==> src/rtl/blk_00cb50_if.sv <==
// Request / burst / control bundle of the m_axi write-request splitter.
// The slave modport is the splitter's view; the master modport is its environment.
interface blk_00cb50_if #(
    parameter int ADDR_WIDTH = 32
);
    logic [ADDR_WIDTH-1:0] in_REQ_ADDR;
    logic [31:0]           in_REQ_LEN;
    logic                  in_REQ_VALID;
    logic                  out_REQ_READY;
    logic [ADDR_WIDTH-1:0] out_BURST_ADDR;
    logic [7:0]            out_BURST_LEN;
    logic                  out_BURST_VALID;
    logic                  in_BURST_READY;
    logic                  out_CTRL_INFO;
    logic [7:0]            out_CTRL_LEN;
    logic                  out_CTRL_VALID;
    logic                  in_CTRL_READY;

    modport slave (
        input  in_REQ_ADDR, in_REQ_LEN, in_REQ_VALID, in_BURST_READY, in_CTRL_READY,
        output out_REQ_READY, out_BURST_ADDR, out_BURST_LEN, out_BURST_VALID,
               out_CTRL_INFO, out_CTRL_LEN, out_CTRL_VALID
    );

    modport master (
        output in_REQ_ADDR, in_REQ_LEN, in_REQ_VALID, in_BURST_READY, in_CTRL_READY,
        input  out_REQ_READY, out_BURST_ADDR, out_BURST_LEN, out_BURST_VALID,
               out_CTRL_INFO, out_CTRL_LEN, out_CTRL_VALID
    );
endinterface

==> src/rtl/blk_00cb50.sv <==
// Splits one write request into AXI INCR bursts capped at MAX_BURST_LEN beats that never
// cross a 4 KB boundary, emitting a matching control record (beats-1, last flag) per burst.
module blk_00cb50 #(
    parameter int DATA_WIDTH    = 32,
    parameter int ADDR_WIDTH    = 32,
    parameter int MAX_BURST_LEN = 16
) (
    input  logic            ACLK,
    input  logic            ARESET,
    input  logic            ACLK_EN,
    blk_00cb50_if.slave     bus
);
    localparam int BYTES = DATA_WIDTH / 8;
    localparam int ALIGN = $clog2(BYTES);
    localparam logic [12:0]           MAX_BEATS  = 13'(MAX_BURST_LEN);
    localparam logic [ADDR_WIDTH-1:0] ALIGN_MASK = ~(ADDR_WIDTH'(BYTES - 1));

    typedef enum logic [1:0] {
        IDLE = 2'd0,
        CALC = 2'd1,
        EMIT = 2'd2
    } state_t;

    state_t                state_r;
    state_t                state_next_s;
    logic [ADDR_WIDTH-1:0] cur_addr_r;
    logic [31:0]           rem_r;
    logic [ADDR_WIDTH-1:0] burst_addr_r;
    logic [7:0]            burst_len_r;
    logic                  burst_valid_r;
    logic                  ctrl_info_r;
    logic [7:0]            ctrl_len_r;
    logic                  ctrl_valid_r;

    logic                  req_ready_s;
    logic                  req_accept_s;
    logic                  burst_hs_s;
    logic                  ctrl_hs_s;
    logic                  emit_done_s;
    logic [12:0]           to4k_s;
    logic [12:0]           lim_s;
    logic [12:0]           beats_s;

    assign req_accept_s = bus.in_REQ_VALID & req_ready_s & ACLK_EN;
    assign burst_hs_s   = burst_valid_r & bus.in_BURST_READY & ACLK_EN;
    assign ctrl_hs_s    = ctrl_valid_r & bus.in_CTRL_READY & ACLK_EN;
    // Each channel is done once its valid is already low or it handshakes this cycle.
    assign emit_done_s  = (~burst_valid_r | burst_hs_s) & (~ctrl_valid_r | ctrl_hs_s);

    // Burst size: min of remaining beats, the burst cap and beats left before the 4 KB page end.
    always_comb begin
        to4k_s = (13'd4096 - {1'b0, cur_addr_r[11:0]}) >> ALIGN;
        if (to4k_s < MAX_BEATS) begin
            lim_s = to4k_s;
        end else begin
            lim_s = MAX_BEATS;
        end
        if (rem_r < {19'd0, lim_s}) begin
            beats_s = rem_r[12:0];
        end else begin
            beats_s = lim_s;
        end
    end

    // State register.
    always_ff @(posedge ACLK or posedge ARESET) begin
        if (ARESET) begin
            state_r <= IDLE;
        end else if (ACLK_EN) begin
            state_r <= state_next_s;
        end else begin
            state_r <= state_r;
        end
    end

    // Next-state logic; zero-length requests are consumed without leaving IDLE.
    always_comb begin
        state_next_s = state_r;
        case (state_r)
            IDLE: begin
                if (req_accept_s && (bus.in_REQ_LEN != 32'd0)) begin
                    state_next_s = CALC;
                end else begin
                    state_next_s = IDLE;
                end
            end
            CALC: state_next_s = EMIT;
            EMIT: begin
                if (emit_done_s) begin
                    state_next_s = (rem_r != 32'd0) ? CALC : IDLE;
                end else begin
                    state_next_s = EMIT;
                end
            end
            default: state_next_s = IDLE;
        endcase
    end

    // Output decode: a request is only accepted while idle and out of reset.
    always_comb begin
        req_ready_s = (state_r == IDLE) && !ARESET;
    end

    // Request bookkeeping and registered burst/control outputs.
    always_ff @(posedge ACLK or posedge ARESET) begin
        if (ARESET) begin
            cur_addr_r    <= '0;
            rem_r         <= 32'd0;
            burst_addr_r  <= '0;
            burst_len_r   <= 8'd0;
            burst_valid_r <= 1'b0;
            ctrl_info_r   <= 1'b0;
            ctrl_len_r    <= 8'd0;
            ctrl_valid_r  <= 1'b0;
        end else if (ACLK_EN) begin
            case (state_r)
                IDLE: begin
                    if (req_accept_s) begin
                        cur_addr_r <= bus.in_REQ_ADDR & ALIGN_MASK;
                        rem_r      <= bus.in_REQ_LEN;
                    end
                end
                CALC: begin
                    burst_addr_r  <= cur_addr_r;
                    burst_len_r   <= 8'(beats_s - 13'd1);
                    ctrl_len_r    <= 8'(beats_s - 13'd1);
                    ctrl_info_r   <= (rem_r == {19'd0, beats_s});
                    cur_addr_r    <= cur_addr_r + (ADDR_WIDTH'(beats_s) << ALIGN);
                    rem_r         <= rem_r - {19'd0, beats_s};
                    burst_valid_r <= 1'b1;
                    ctrl_valid_r  <= 1'b1;
                end
                EMIT: begin
                    if (burst_hs_s) begin
                        burst_valid_r <= 1'b0;
                    end
                    if (ctrl_hs_s) begin
                        ctrl_valid_r <= 1'b0;
                    end
                end
                default: begin
                    burst_valid_r <= 1'b0;
                    ctrl_valid_r  <= 1'b0;
                end
            endcase
        end
    end

    assign bus.out_REQ_READY   = req_ready_s;
    assign bus.out_BURST_ADDR  = burst_addr_r;
    assign bus.out_BURST_LEN   = burst_len_r;
    assign bus.out_BURST_VALID = burst_valid_r;
    assign bus.out_CTRL_INFO   = ctrl_info_r;
    assign bus.out_CTRL_LEN    = ctrl_len_r;
    assign bus.out_CTRL_VALID  = ctrl_valid_r;
endmodule
==> src/flat_wrapper.sv <==
// flat-port wrapper written by rule: the top's interface ports become plain ports
module blk_00cb50_flat 
#(
    parameter int DATA_WIDTH    = 32,
    parameter int ADDR_WIDTH    = 32,
    parameter int MAX_BURST_LEN = 16
)
  (ACLK, ARESET, ACLK_EN, bus_in_REQ_ADDR, bus_in_REQ_LEN, bus_in_REQ_VALID, bus_in_BURST_READY, bus_in_CTRL_READY, bus_out_REQ_READY, bus_out_BURST_ADDR, bus_out_BURST_LEN, bus_out_BURST_VALID, bus_out_CTRL_INFO, bus_out_CTRL_LEN, bus_out_CTRL_VALID);
  blk_00cb50_if #(.ADDR_WIDTH(ADDR_WIDTH)) bus_i ();
  input  logic ACLK;
  input  logic ARESET;
  input  logic ACLK_EN;
  input wire logic [$bits(bus_i.in_REQ_ADDR)-1:0] bus_in_REQ_ADDR;
  input wire logic [$bits(bus_i.in_REQ_LEN)-1:0] bus_in_REQ_LEN;
  input wire logic [$bits(bus_i.in_REQ_VALID)-1:0] bus_in_REQ_VALID;
  input wire logic [$bits(bus_i.in_BURST_READY)-1:0] bus_in_BURST_READY;
  input wire logic [$bits(bus_i.in_CTRL_READY)-1:0] bus_in_CTRL_READY;
  output wire logic [$bits(bus_i.out_REQ_READY)-1:0] bus_out_REQ_READY;
  output wire logic [$bits(bus_i.out_BURST_ADDR)-1:0] bus_out_BURST_ADDR;
  output wire logic [$bits(bus_i.out_BURST_LEN)-1:0] bus_out_BURST_LEN;
  output wire logic [$bits(bus_i.out_BURST_VALID)-1:0] bus_out_BURST_VALID;
  output wire logic [$bits(bus_i.out_CTRL_INFO)-1:0] bus_out_CTRL_INFO;
  output wire logic [$bits(bus_i.out_CTRL_LEN)-1:0] bus_out_CTRL_LEN;
  output wire logic [$bits(bus_i.out_CTRL_VALID)-1:0] bus_out_CTRL_VALID;
  assign bus_i.in_REQ_ADDR = bus_in_REQ_ADDR;
  assign bus_i.in_REQ_LEN = bus_in_REQ_LEN;
  assign bus_i.in_REQ_VALID = bus_in_REQ_VALID;
  assign bus_i.in_BURST_READY = bus_in_BURST_READY;
  assign bus_i.in_CTRL_READY = bus_in_CTRL_READY;
  assign bus_out_REQ_READY = bus_i.out_REQ_READY;
  assign bus_out_BURST_ADDR = bus_i.out_BURST_ADDR;
  assign bus_out_BURST_LEN = bus_i.out_BURST_LEN;
  assign bus_out_BURST_VALID = bus_i.out_BURST_VALID;
  assign bus_out_CTRL_INFO = bus_i.out_CTRL_INFO;
  assign bus_out_CTRL_LEN = bus_i.out_CTRL_LEN;
  assign bus_out_CTRL_VALID = bus_i.out_CTRL_VALID;
  blk_00cb50 #(.DATA_WIDTH(DATA_WIDTH), .ADDR_WIDTH(ADDR_WIDTH), .MAX_BURST_LEN(MAX_BURST_LEN)) u_core (.ACLK(ACLK), .ARESET(ARESET), .ACLK_EN(ACLK_EN), .bus(bus_i));
endmodule
==> config.mk <==
export PLATFORM = sky130hd
export DESIGN_NAME = blk_00cb50_flat
export DESIGN_NICKNAME = d
export VERILOG_FILES = /design/src/rtl/blk_00cb50_if.sv /design/src/rtl/blk_00cb50.sv /design/src/flat_wrapper.sv
export SDC_FILE = /design/constraint.sdc
export NUM_CORES = 1
export LEC_CHECK = 0
export ABC_AREA = 1
export BUFFER_PORTS_ARGS = -buffer_cell sky130_fd_sc_hd__buf_2
export CAP_MARGIN = 0
export CORE_ASPECT_RATIO = 1.75
export CORE_MARGIN = 1
export CORE_UTILIZATION = 40
export CTS_CLUSTER_SIZE = 30
export DETAILED_ROUTE_END_ITERATION = 10
export SYNTH_ARGS = -nofsm -noshare
export SYNTH_HDL_FRONTEND = slang
export SYNTH_SLANG_ARGS = --single-unit
==> constraint.sdc <==
create_clock -name ACLK -period 8.4 [get_ports ACLK]
set_input_delay 0.84 -clock ACLK [delete_from_list [all_inputs] [get_ports ACLK]]
set_output_delay 0.84 -clock ACLK [all_outputs]
set_load 0.01 [all_outputs]
==> run summary, run 1 <==
The total clock buffers created by CTS was 9; the number of DRC markers after the initial detailed-route iteration was 320. Wires add up to 21.0 mm. The number of synthesis warnings came out at 0.

At the end of routability-driven placement, the weighted congestion stood at 0.891. The run gives 2.79 ns as the minimum setup slack in the final design. The slowest stage of the critical path is the dfrtp_1 cell.

The floorplan die height was 181 um. The portion of the post-synthesis area used by sequential elements came out at 36.0%. The analysis attributes to cell leakage a power of 4.16 nW. The critical path is of the flop to flop type. The power density over the cells is 335 mW/mm2, and the aggregate global routing overflow is 0. For the number of nets with antenna violations after routing, the log shows 0. During placement, the flow inserted port buffers numbering 117. The worst pin sits at a relative slew slack of 42.5%. The post-cts repair resize count was 0. Among the stages of the critical path, the cell type that occurs most often is nand2_1. The number of ports placed on the die boundary came out at 122.

The run gives 0 as the number of antenna violations at the first check in global routing. The floorplan die width was 104 um. The transition time at the pin with the least slew margin was 0.862 ns. TritonCTS built the clock tree. Setup repair after global routing left no endpoint under its margin. The library cells used most frequently in the layout, excluding fill and tap cells, are 200 x nand2_1, 119 x inv_1, 117 x buf_2, 115 x o21ai_0, 105 x dfrtp_1. Worst-case clock skew: 0.00964 ns. The number of clock sinks seen by CTS is 105.

The flow ran to the end, and the final reports show no timing, DRC or antenna violations. The tools report the first-pass GRT wire length as 33.6 mm. The core region area was 0.0180 mm2. The worst-path maximum fanout came out at 18. Worst hold path class: flop to flop.

STA classifies the critical path startpoint as a flop. The netlist area before placement was 0.00731 mm2. The number of hold buffers added after CTS was 0.

The H-tree was split into 3 levels. Of the cells placed in the final design, the portion with a size suffix greater than 1 is 17.8%. The area added between synthesis and finish works out to 14.2%. The tools report the total negative slack as 0 ns.

For the data required time of the worst path, the log shows 8.63 ns. The via-per-instance ratio is 5.24, and the global routing usage summed across all routing layers is 23.0%. The clock input transition at the sequential cells of the worst setup and hold paths is 0.07 ns, and the maximum number of pins on one net before global-route repair is 85. For the number of maximum-capacitance violations, the log shows 0. The proportion of synthesized flip-flops having asynchronous set or reset works out to 100%.

Commonest non-fill, non-tap cell in the layout: nand2_1. Final routed DRC violation total: 0. The run gives 0.0188 mm2 as the area of the die.

For the worst setup slack before clock tree synthesis, the log shows 2.82 ns. For the number of setup buffers added after CTS, the log shows 0. The number of flip-flops and latches in the synthesized netlist was 105.

The run gives 0 as the final hold violation count. In this design, the largest share of critical-path delay is due to simple AND/OR/NAND/NOR gates. The sum of buffers and inverters on the critical path is 4, and the number of synthesized flops with an enable pin is 0. The worst path needs 5.61 ns of the cycle, external delays included.

The run gives 6,773 as the via count of the first global-routing pass. The delay of the slowest cell on the worst path was 0.41 ns; the number of cells produced by synthesis was 1,000. The number of antenna diodes in the final layout is 0.

The synthesized netlist contains 49 unique library cells. The overall via count from detail_route was 7,003. The root buffer cell chosen for the clock tree is clkbuf_16.

The final layout contains 1,205 nets. Kind of end point of the critical path: a flop. The average detailed-routed wire length per instance came out at 15.7 um.

Among all flip-flop cells after synthesis, the most frequent one is dfrtp_1. The placed wire-length estimate was 15.7 mm; the row count was 65. The average size of a mapped cell is 7.31 um2. The number of max-slew violations in the final report is 0. The logs give 0 for the number of failing setup endpoints in the final timing report and 0.36 ns for the clock insertion delay at the later pin of the skew report.

For the worst setup path, the data arrival time is 5.83 ns. Period utilization: 66.7%. Effective utilization at floorplan: 40.7%. The number of detailed-route iterations in the first pass is 5, and the worst-case vdd ir drop is 0.132 mV.

For this run, the top clock speed supported by timing is 178 MHz. The longest clock path from root to sink contains 2 buffers.
routing by layer:
layer	wire, um	global-route usage, %	vias to the layer above
li1	-	-	3502
met1	7740	23.7	3289
met2	11700	44.8	166
met3	686	2.49	46
met4	882	11.8	0
met5	0	0	-
power breakdown:
group / switching (W) / total (W) / internal (W) / leakage [nW]
Sequential: 0.000218 / 0.000964 / 0.000746 / 1.30
Combinational: 0.000881 / 0.00138 / 0.000502 / 2.71
Clock: 0.000204 / 0.000445 / 0.000241 / 0.149
Total: 0.00130 / 0.00279 / 0.00149 / 4.16
cell type report:
type	instances	area [um2]
sequential	105	2630
clock buffer	10	239
clock inverter	6	65.1
inverter	130	490
timing repair buffer	121	616
multi-input combinational	730	4020
tap	234	293
fill	1923	9630
worst paths after layout:
path / start / to / slack (ns) / depth (start not counted)
max: u_core.cur_addr_r[2] / u_core.cur_addr_r[28] / 2.79 / 33
min: u_core.bus.out_BURST_ADDR[17] / u_core.bus.out_BURST_ADDR[17] / 0.48 / 2
min reg2reg: u_core.bus.out_BURST_ADDR[17] / u_core.bus.out_BURST_ADDR[17] / 0.48 / 2
max in group asynchronous: ARESET / u_core.cur_addr_r[9] / 6.56 / 3
min in group asynchronous: ARESET / u_core.rem_r[19] / 0.56 / 2
max reg2reg: u_core.cur_addr_r[2] / u_core.cur_addr_r[28] / 2.79 / 33
stage by stage:
stage | std cells | total power (W) | utilization, % | cell area (um2) | hold WS [ns]
after floorplan | 1008 | 0.00196 | - | 7340 | 0.464
after global placement | 1320 | 0.00233 | 44.7 | 8040 | 0.457
after detailed placement | 1320 | 0.00236 | 44.7 | 8040 | 0.464
after CTS | 1336 | 0.00281 | 46.4 | 8350 | 0.480
after global routing | 1336 | 0.00305 | 46.4 | 8350 | 0.503
final | 1336 | 0.00279 | 46.4 | 8350 | 0.477
cells by family (layout without fill, tap and decap cells):
group,after synthesis,count (layout),synth area share [%]
AOI/OAI and AO/OA,229,229,17.8
xor gates and xnor gates,29,29,3.48
adders and majority gates,38,38,6.71
buffers and inverters,173,267,9.66
DFF,105,105,36.0
other,2,10,0.103
and+or+nand+nor,424,424,26.3
cell usage after synthesis, types with 7 or more instances:
master    count  area (um2)
o22ai_1      21         131
nand4_1      15        93.8
dfrtp_1     105        2630
nand2_1     201         754
a21oi_1      44         220
nor3_1       16        80.1
xor2_1       24         210
clkbuf_1     24        90.1
o211ai_1     14         105
nand2_2       7        43.8
buf_4        10        75.1
nand3_1      50         250
inv_1       120         450
nor2_2        9        56.3
o21ai_0     115         576
o21ai_1       8        40.0
nor2_1       97         364
inv_2        10        37.5
nor4_1        8        50.1
ha_1         36         450
worst reg2reg max path: cells and delay by family, from the launching register on:
kind	cells	cell delay, ns
simple gates	16	1.86
compound gates	9	1.73
fa+ha+maj	4	1.14
flops	1	0.41
buf+inv	4	0.35
flip-flops by register name (all words and copies together), names as in the netlist:
signal / count
u_core.state_r: 2
u_core.bus.out_BURST_ADDR: 30
u_core.bus.out_CTRL_VALID: 1
u_core.bus.out_CTRL_INFO: 1
u_core.rem_r: 32
u_core.bus.out_BURST_VALID: 1
u_core.bus.out_BURST_LEN: 8
u_core.cur_addr_r: 30
(Power assumes the default switching activity.)
==> run 2: changes to the inputs <==
--- a/config.mk
+++ b/config.mk
@@ -5,7 +5,7 @@
 export SDC_FILE = /design/constraint.sdc
 export NUM_CORES = 1
 export LEC_CHECK = 0
-export ABC_AREA = 1
+export ABC_AREA = 0
 export BUFFER_PORTS_ARGS = -buffer_cell sky130_fd_sc_hd__buf_2
 export CAP_MARGIN = 0
 export CORE_ASPECT_RATIO = 1.75
==> constraint.sdc (replaced) <==
create_clock -name ACLK -period 4.5 [get_ports ACLK]
set_input_delay 0.45 -clock ACLK [delete_from_list [all_inputs] [get_ports ACLK]]
set_output_delay 0.45 -clock ACLK [all_outputs]
set_load 0.01 [all_outputs]
==> run 2 against run 1 <==
The flow now finishes with violations (setup timing). Worst hold slack worse by 0.17 ns. Count of clock-buffer cells in the layout decreased by 1. Global-route usage rose by 3.0 points.
==> run summary, run 2 <==
The internal power summed over all cells is 0.00365 W (+150%). For the data arrival time of the worst path, the log shows 5.06 ns (-0.77 ns). The share of the synthesized area in the top cell type came out at 38.1% (+2.2 points).

The worst-path maximum fanout was 6 (-12); the number of antenna violations at the first check in global routing was 0 (unchanged). The average size of a mapped cell works out to 8.55 um2 (+17%). The global routing usage summed across all routing layers is 26.0% (+3.0 points), and the clock input transition at the sequential cells of the worst setup and hold paths is 0.08 ns (about the same). The kind of start point of the critical path is a flop. After synthesis, the largest family of logic cells by area is compound AO/OA/AOI/OAI gates. Sum of routed wire length over all layers: 22.7 mm (+8.0%).

The netlist area before placement is 0.00689 mm2 (-5.7%), and the number of unique standard cell types used by synthesis is 67 (+37%). The leakage component of the power is 4.33 nW (+3.9%). The worst-case vdd ir drop was 0.300 mV (+130%); the first-pass GRT wire length was 35.5 mm (+5.7%).

The period utilization is 107% (+40 points). The minimum hold slack was 0.311 ns (-0.165 ns). The worst-case clock skew came out at 0.0181 ns (+0.00843 ns). The number of failing setup endpoints in the final timing report is 42 (+42), and the count of input and output buffers is 117 (unchanged).

The tree is rooted in a clkbuf_16. The run finished, with violations left. The clock insertion delay at the later pin of the skew report was 0.37 ns (about the same).

Sequential cell fraction of total power: 27.7% (-6.8 points). The clock power share came out at 12.7% (-3.2 points). The logs give 16.4% (-26 points) for the relative max-transition margin and 59 (-31%) for the maximum number of pins on one net before global-route repair. The logs give 1,605 (-17%) for the number of fill cells in the layout and 208 MHz (+17%) for the highest clock rate. The number of cells produced by synthesis is 806 (-19%), and the number of levels the H-tree was split into is 3 (unchanged).

The cell taking the most area after synthesis was dfrtp_1. Number of ports placed on the die boundary: 122 (unchanged). The run gives 0.0178 mm2 (-5.6%) as the area of the die. In this run the worst hold path is classified as input port to asynchronous set/reset pin.

The number of nets with antenna violations after routing is 0 (unchanged), and the number of flip-flops and latches in the synthesized netlist is 105 (unchanged). The minimum clock period after layout is 4.81 ns (-0.800 ns). The fraction of the mapped netlist area in simple logic gates works out to 20.8% (-5.5 points).

Setup repair after global routing could not meet its margin everywhere. The run gives 0.00285 W (+120%) as the switching power summed over all nets. For the number of DRC markers after the initial detailed-route iteration, the log shows 280 (-13%).

In the post-synthesis netlist, the cell with the most instances is nand2_1. Number of buffers on the longest clock path: 2 (unchanged). The fraction of layout instances using a drive strength above 1 was 40.5% (+23 points).

The library cell used most frequently in the layout, excluding fill and tap cells, is buf_4. The number of detailed-route iterations in the first pass came out at 5 (unchanged). The overall via count from detail_route was 7,116 (+1.6%); the proportion of synthesized flip-flops having asynchronous set or reset was 100% (unchanged).

The core region area was 0.0169 mm2 (-6.1%); the flip-flop count of the largest register after layout was 32 (unchanged). The logs give 1,142 (-5.2%) for the number of nets in the finished design and 0 (unchanged) for the aggregate global routing overflow. Leaving out fill and tap cells, the most frequent cells in the layout are 133 x buf_4, 117 x buf_2, 107 x nand2_1, 105 x dfrtp_1, 58 x nor2_1.

The floorplan die width is 101 um (-2.8%), and the final routed DRC violation total is 0 (unchanged). The number of clock sinks seen by CTS was 105 (unchanged). The effective utilization at floorplan is 40.9% (+0.19 points). In the synthesized netlist, the cells that appear most often are 115 x nand2_1, 105 x dfrtp_1, 62 x nor2_1. The routability-driven placement congestion ratio is 0.891 (about the same). Ranked by total cell area, the synthesized netlist is headed by dfrtp_1 38%, ha_1 6.5%, nand2_1 6.3%, a21oi_1 4.4%, mux2_2 3.6%.

For the minimum setup slack in the final design, the log shows -0.305 ns (-3.10 ns). The portion of the post-synthesis area used by sequential elements was 38.1% (+2.2 points). The placed wire-length estimate was 16.2 mm (+3.4%). The via-per-instance ratio was 5.62 (+7.2%). Switching part of the total: 43.8% (-2.9 points). The total clock buffers created by CTS is 9 (unchanged).

Kind of end point of the critical path: a flop. Among all flip-flop cells after synthesis, the most frequent one is dfrtp_1. The row count was 63 (-3.1%); the power density over the cells was 669 mW/mm2 (+100%).

For the number of maximum-capacitance violations, the log shows 0 (unchanged). The number of max-slew violations in the final report was 0 (unchanged). The compound-gate portion of the synthesized area is 21.9% (+4.1 points), and the total negative slack is -7.22 ns (-7.22 ns). The arithmetic-cell share of the synthesized area counting full adders, half adders and majority gates is 7.12% (+0.41 points). The checks that failed: setup timing.

Number of synthesis warnings: 0 (unchanged). Ranked by flip-flop count, first place goes to u_core.rem_r. The worst setup path is of the flop to flop kind. The area growth from synthesis to layout is 41.0%. TritonCTS built the clock tree. Number of synthesized flops with an enable pin: 0 (unchanged). The run gives 0 (unchanged) as the final hold violation count.

For the data required time of the worst path, the log shows 4.75 ns (-3.88 ns). Combinational cell fraction of total power: 59.6% (+10 points). The average detailed-routed wire length per instance is 17.9 um (+14%), and the xor and xnor fraction of the mapped netlist area is 2.80% (-0.68 points). The number of antenna cells inserted is 0 (unchanged). The portion of netlist area occupied by mux cells works out to 4.03% (+4.0 points). The floorplan die height is 176 um (-2.9%). For the via count of the first global-routing pass, the log shows 7,176 (+6.0%).

The worst setup slack before clock tree synthesis was -0.498 ns (-3.32 ns); the transition time at the pin with the least slew margin was 1.25 ns (+0.387 ns).
run 2: area by class of cell:
cell class	instances	area (um2)	share of cell area, %
multi-input combinational	627	4680	48.1
clock buffer	9	225	2.32
timing repair buffer	261	1710	17.6
clock inverter	7	76.3	0.785
tap	227	284	2.92
inverter	30	118	1.21
sequential	105	2630	27.0
run 2: per-stage QoR:
step / util, % / power (W) / instance area (um2) / std cells
floorplan: - / 0.00376 / 7080 / 814
detailed placement: 50.9 / 0.00505 / 8590 / 1223
global route: 57.6 / 0.00699 / 9720 / 1266
global placement: 50.9 / 0.00501 / 8590 / 1223
finish: 57.6 / 0.00650 / 9720 / 1266
CTS: 55.3 / 0.00619 / 9340 / 1257
run 2: critical path, cell delays in order (launching register included):
cell      delay (ns)
dfrtp_1         0.41
inv_4           0.07
ha_4            0.12
nor3b_4         0.19
mux2i_2         0.30
nand2_2         0.15
nor2_2          0.13
inv_1           0.09
ha_4            0.28
o211ai_1        0.08
nor2_1          0.14
a211oi_2        0.09
buf_4           0.15
buf_4           0.13
o31ai_4         0.19
ha_2            0.23
inv_2           0.04
fa_2            0.36
a211oi_2        0.21
nor2_1          0.09
o31a_1          0.29
o31ai_4         0.22
nand2_2         0.14
o311a_1         0.32
a211o_1         0.26
run 2: cell families after synthesis:
family          after synthesis
fa+ha+maj                    38
flops                       105
buf+inv                      83
xor+xnor                     22
compound gates              228
simple gates                303
other cells                   2
mux                          25
run 2: worst paths after layout:
path / startpoint / to / slack [ns] / cells past startpoint
worst min register to register: u_core.bus.out_BURST_ADDR[12] / u_core.bus.out_BURST_ADDR[12] / 0.47 / 2
worst min-delay path: ARESET / u_core.bus.out_BURST_VALID / 0.31 / 3
max in group asynchronous: ARESET / u_core.cur_addr_r[8] / 2.99 / 4
min in group ACLK: bus_in_REQ_LEN[30] / u_core.rem_r[30] / 0.32 / 3
worst max register to register: u_core.cur_addr_r[2] / u_core.rem_r[20] / -0.31 / 24
worst max-delay path: u_core.cur_addr_r[2] / u_core.rem_r[20] / -0.31 / 24
run 2: per-layer routing:
layer,track usage (%),vias up,part of all wire (%)
met3,2.79,59,3.6
met1,27.5,3472,37
met4,13.5,0,4.3
met5,0,-,0
met2,49.2,198,55
li1,-,3387,-
run 2: what timing repair did:
| item | CTS | global route |
|---|---|---|
| pin swaps | 33 | 33 |
| hold buffers | 0 | 0 |
| gates cloned | 1 | 0 |
| buffers inserted | 18 | 9 |
| setup endpoints to repair | 50 | 53 |
| gates resized for setup | 66 | 62 |
run 2: power groups by stage:
| stage | logic [W] | clock network (W) | registers, W |
|---|---|---|---|
| floorplan | 0.00198 | 0 | 0.00178 |
| global placement | 0.00323 | 0 | 0.00177 |
| detailed placement | 0.00326 | 0 | 0.00179 |
| CTS | 0.00357 | 0.000843 | 0.00178 |
| global route | 0.00425 | 0.000873 | 0.00187 |
| finish | 0.00387 | 0.000825 | 0.00180 |
==> run 3: changes to the inputs <==
--- a/config.mk
+++ b/config.mk
@@ -13,6 +13,7 @@
 export CORE_UTILIZATION = 40
 export CTS_CLUSTER_SIZE = 30
 export DETAILED_ROUTE_END_ITERATION = 10
+export PLACE_DENSITY = 0.67
 export SYNTH_ARGS = -nofsm -noshare
 export SYNTH_HDL_FRONTEND = slang
 export SYNTH_SLANG_ARGS = --single-unit
==> run 3 against run 2 <==
The flow still finishes with violations (setup timing). Worst hold slack worse by 0.21 ns. Cell count is 0.55% lower. Via count is 2.8% higher. Critical path type unchanged. Largest cell class unchanged.
==> run summary, run 3 (synthesized netlist as in run 2, its figures left out) <==
The flow ran to the end, but the final reports show violations. The final reports fail on setup timing. The number of fill cells in the layout is 1,479 (-7.9%), and the switching power summed over all nets is 0.00294 W (+3.4%).

The worst setup path is captured at a flop. The worst-path maximum fanout came out at 7 (+1). The number of detailed-route iterations in the first pass was 5 (unchanged); the cell area after layout was 0.00986 mm2 (+1.5%).

The switching part of the total was 44.6% (+0.81 points); the transition time at the pin with the least slew margin was 1.06 ns (-0.192 ns). The floorplan die height was 176 um (unchanged). The kind of start point of the critical path was a flop.

The leakage component of the power is 4.32 nW (about the same), and the routability-driven placement congestion ratio is 0.885 (-0.71%). Commonest non-fill, non-tap cell in the layout: buf_4. Number of failing setup endpoints in the final timing report: 45 (+7.1%). The tools report the internal power summed over all cells as 0.00365 W (about the same). The library cells used most frequently in the layout, excluding fill and tap cells, are 122 x buf_4, 117 x buf_2, 107 x nand2_1, 105 x dfrtp_1, 57 x nor2_1. The number of buffers on the longest clock path is 2 (unchanged).

For the number of antenna cells inserted, the log shows 0 (unchanged). In this run the critical register-to-register path is captured at u_core.cur_addr_r[20]. Minimum clock period after layout: 5.04 ns (+0.232 ns). TritonCTS built the clock tree. Counting flops per register, the top entry is u_core.rem_r. CTS placed an instance of clkbuf_16 at the clock tree root.

Average detailed-routed wire length per instance: 18.9 um (+5.5%). The maximum number of pins on one net before global-route repair was 72 (+22%). Overall via count from detail_route: 7,314 (+2.8%).

The final hold violation count was 0 (unchanged); the effective utilization at floorplan was 40.9% (unchanged). The via-per-instance ratio is 5.81 (+3.4%). The tools report the number of antenna violations at the first check in global routing as 0 (unchanged). The length in cells of the worst reg-to-reg path is 26 (+8.3%), and the sequential cell fraction of total power is 28.0% (+0.3 points). The period utilization is 112% (+5.2 points), and the row count is 63 (unchanged).

The worst-case clock skew was 0.0121 ns (-0.00602 ns). The aggregate global routing overflow is 0 (unchanged). The logs give 0 (unchanged) for the number of maximum-capacitance violations and 199 MHz (-4.6%) for the highest clock rate. Source of the worst register-to-register timing path: u_core.cur_addr_r[2].

Total placed instance area: 0.00840 mm2 (-2.3%). For the data required time of the worst path, the log shows 4.75 ns (about the same). From synthesis to final layout, the design area changed by 43.1%. The run gives 59.7% (about the same) as the combinational cell fraction of total power. Minimum hold slack: 0.102 ns (-0.209 ns). Setup repair after global routing could not meet its margin everywhere. The flip-flop count of the largest register after layout was 32 (unchanged); the relative max-transition margin was 29.0% (+13 points). The fraction of layout instances using a drive strength above 1 was 42.1% (+1.5 points). Placed wire-length estimate: 15.9 mm (-2.1%). The tools report the area of the die as 0.0178 mm2 (unchanged). The first-pass GRT wire length was 35.2 mm (-0.91%); the clock input transition at the sequential cells of the worst setup and hold paths was 0.08 ns (about the same).

Slack of the worst reg-to-reg path: -0.54 ns (-0.23 ns). The data arrival time of the worst path was 5.29 ns (+0.23 ns); the minimum setup slack in the final design was -0.537 ns (-0.232 ns). The power density over the cells is 669 mW/mm2 (about the same). The number of clock sinks seen by CTS is 105 (unchanged). The tools report the count of hold buffers inserted by post-cts repair as 0 (unchanged). Number of max-slew violations in the final report: 0 (unchanged). In this run the worst hold path is classified as input port to asynchronous set/reset pin.

The tools report the power after layout as 0.00660 W (+1.5%). The tools report the final routed DRC violation total as 0 (unchanged). The floorplan die width is 101 um (unchanged), and the number of nets in the finished design is 1,135 (-0.61%). The number of DRC markers after the initial detailed-route iteration is 388 (+39%), and the core region area is 0.0169 mm2 (unchanged). The post-route core utilization was 58.5% (+0.85 points); the clock insertion delay at the later pin of the skew report was 0.37 ns (about the same). The tools report the number of ports placed on the die boundary as 122 (unchanged). The kind of critical path was flop to flop.

For the clock power share, the log shows 12.3% (-0.4 points). The logs give 7,137 (-0.54%) for the via count of the first global-routing pass and 0 (unchanged) for the number of nets with antenna violations after routing. The tools report the total clock buffers created by CTS as 9 (unchanged). The logs give 0.318 mV (+5.8%) for the worst-case vdd ir drop and 3 (unchanged) for the number of levels the H-tree was split into.

Count of input and output buffers: 117 (unchanged). The logs give 23.8 mm (+4.9%) for the sum of routed wire length over all layers and 25.6% (-0.40 points) for the global routing usage summed across all routing layers.
## run 3: stage by stage
stage | instances | setup slack [ns] | setup TNS (ns)
2_1_floorplan | 814 | -0.516 | -3.64
3_3_place_gp | 1197 | -0.269 | -5.27
3_5_place_dp | 1197 | -0.382 | -8.78
4_1_cts | 1236 | -0.189 | -2.10
5_1_grt | 1259 | -0.663 | -20.77
6_report | 1259 | -0.537 | -12.67
## run 3: worst max path at each step
stage	start	to	slack, ns
after global placement	u_core.cur_addr_r[2]	u_core.cur_addr_r[19]	-0.27
after CTS	u_core.cur_addr_r[2]	u_core.rem_r[20]	-0.19
after global routing	u_core.cur_addr_r[2]	u_core.cur_addr_r[20]	-0.66
after floorplan	u_core.cur_addr_r[2]	u_core.rem_r[20]	-0.52
after detailed placement	u_core.cur_addr_r[2]	u_core.cur_addr_r[19]	-0.38
final	u_core.cur_addr_r[2]	u_core.cur_addr_r[20]	-0.54
## run 3: what timing repair did
item                                    in CTS  in global routing
cloned                                       1                  0
resized for setup                           52                111
endpoints found under the setup margin      45                 51
pin swaps                                   29                 65
setup buffers                               23                 25
## run 3: critical path: stages, from the launching register on
cell and delay (ns):
dfrtp_1 0.42, inv_4 0.08, ha_4 0.13, nor3b_4 0.19
mux2i_2 0.30, nand2_2 0.19, nor2_4 0.17, inv_2 0.07
ha_4 0.22, a21oi_2 0.14, o221ai_2 0.12, a211oi_2 0.35
buf_4 0.22, buf_6 0.13, nor2_2 0.05, a21oi_2 0.10
buf_4 0.15, inv_4 0.04, ha_4 0.23, o21a_1 0.18
o31a_1 0.12, o41a_1 0.51, a21oi_4 0.21, o21ai_4 0.12
buf_4 0.15, a311oi_2 0.26, nor3_1 0.07
## run 3: cell type report
class | count | area, um2 | area share (%)
multi-input cells | 627 | 4850 | 49.2
flip-flops and latches | 105 | 2630 | 26.6
repair buffers | 254 | 1680 | 17.1
well taps | 227 | 284 | 2.88
clock buffers | 10 | 239 | 2.42
inverters | 30 | 123 | 1.24
clock inverters | 6 | 56.3 | 0.571
## run 3: power by group through the flow
stage               Sequential [W]  Clock (W)  Combinational (W)
floorplan                  0.00178          0            0.00198
global placement           0.00178          0            0.00306
detailed placement         0.00180          0            0.00311
CTS                        0.00180   0.000822            0.00336
global route               0.00190   0.000860            0.00425
finish                     0.00185   0.000811            0.00394
## run 3: per-layer routing
metal  GRT usage [%]  routed length, um
met1            27.6               8770
met3            3.14               1060
met5               0                  0
met2            48.0              12800
met4            12.4               1160
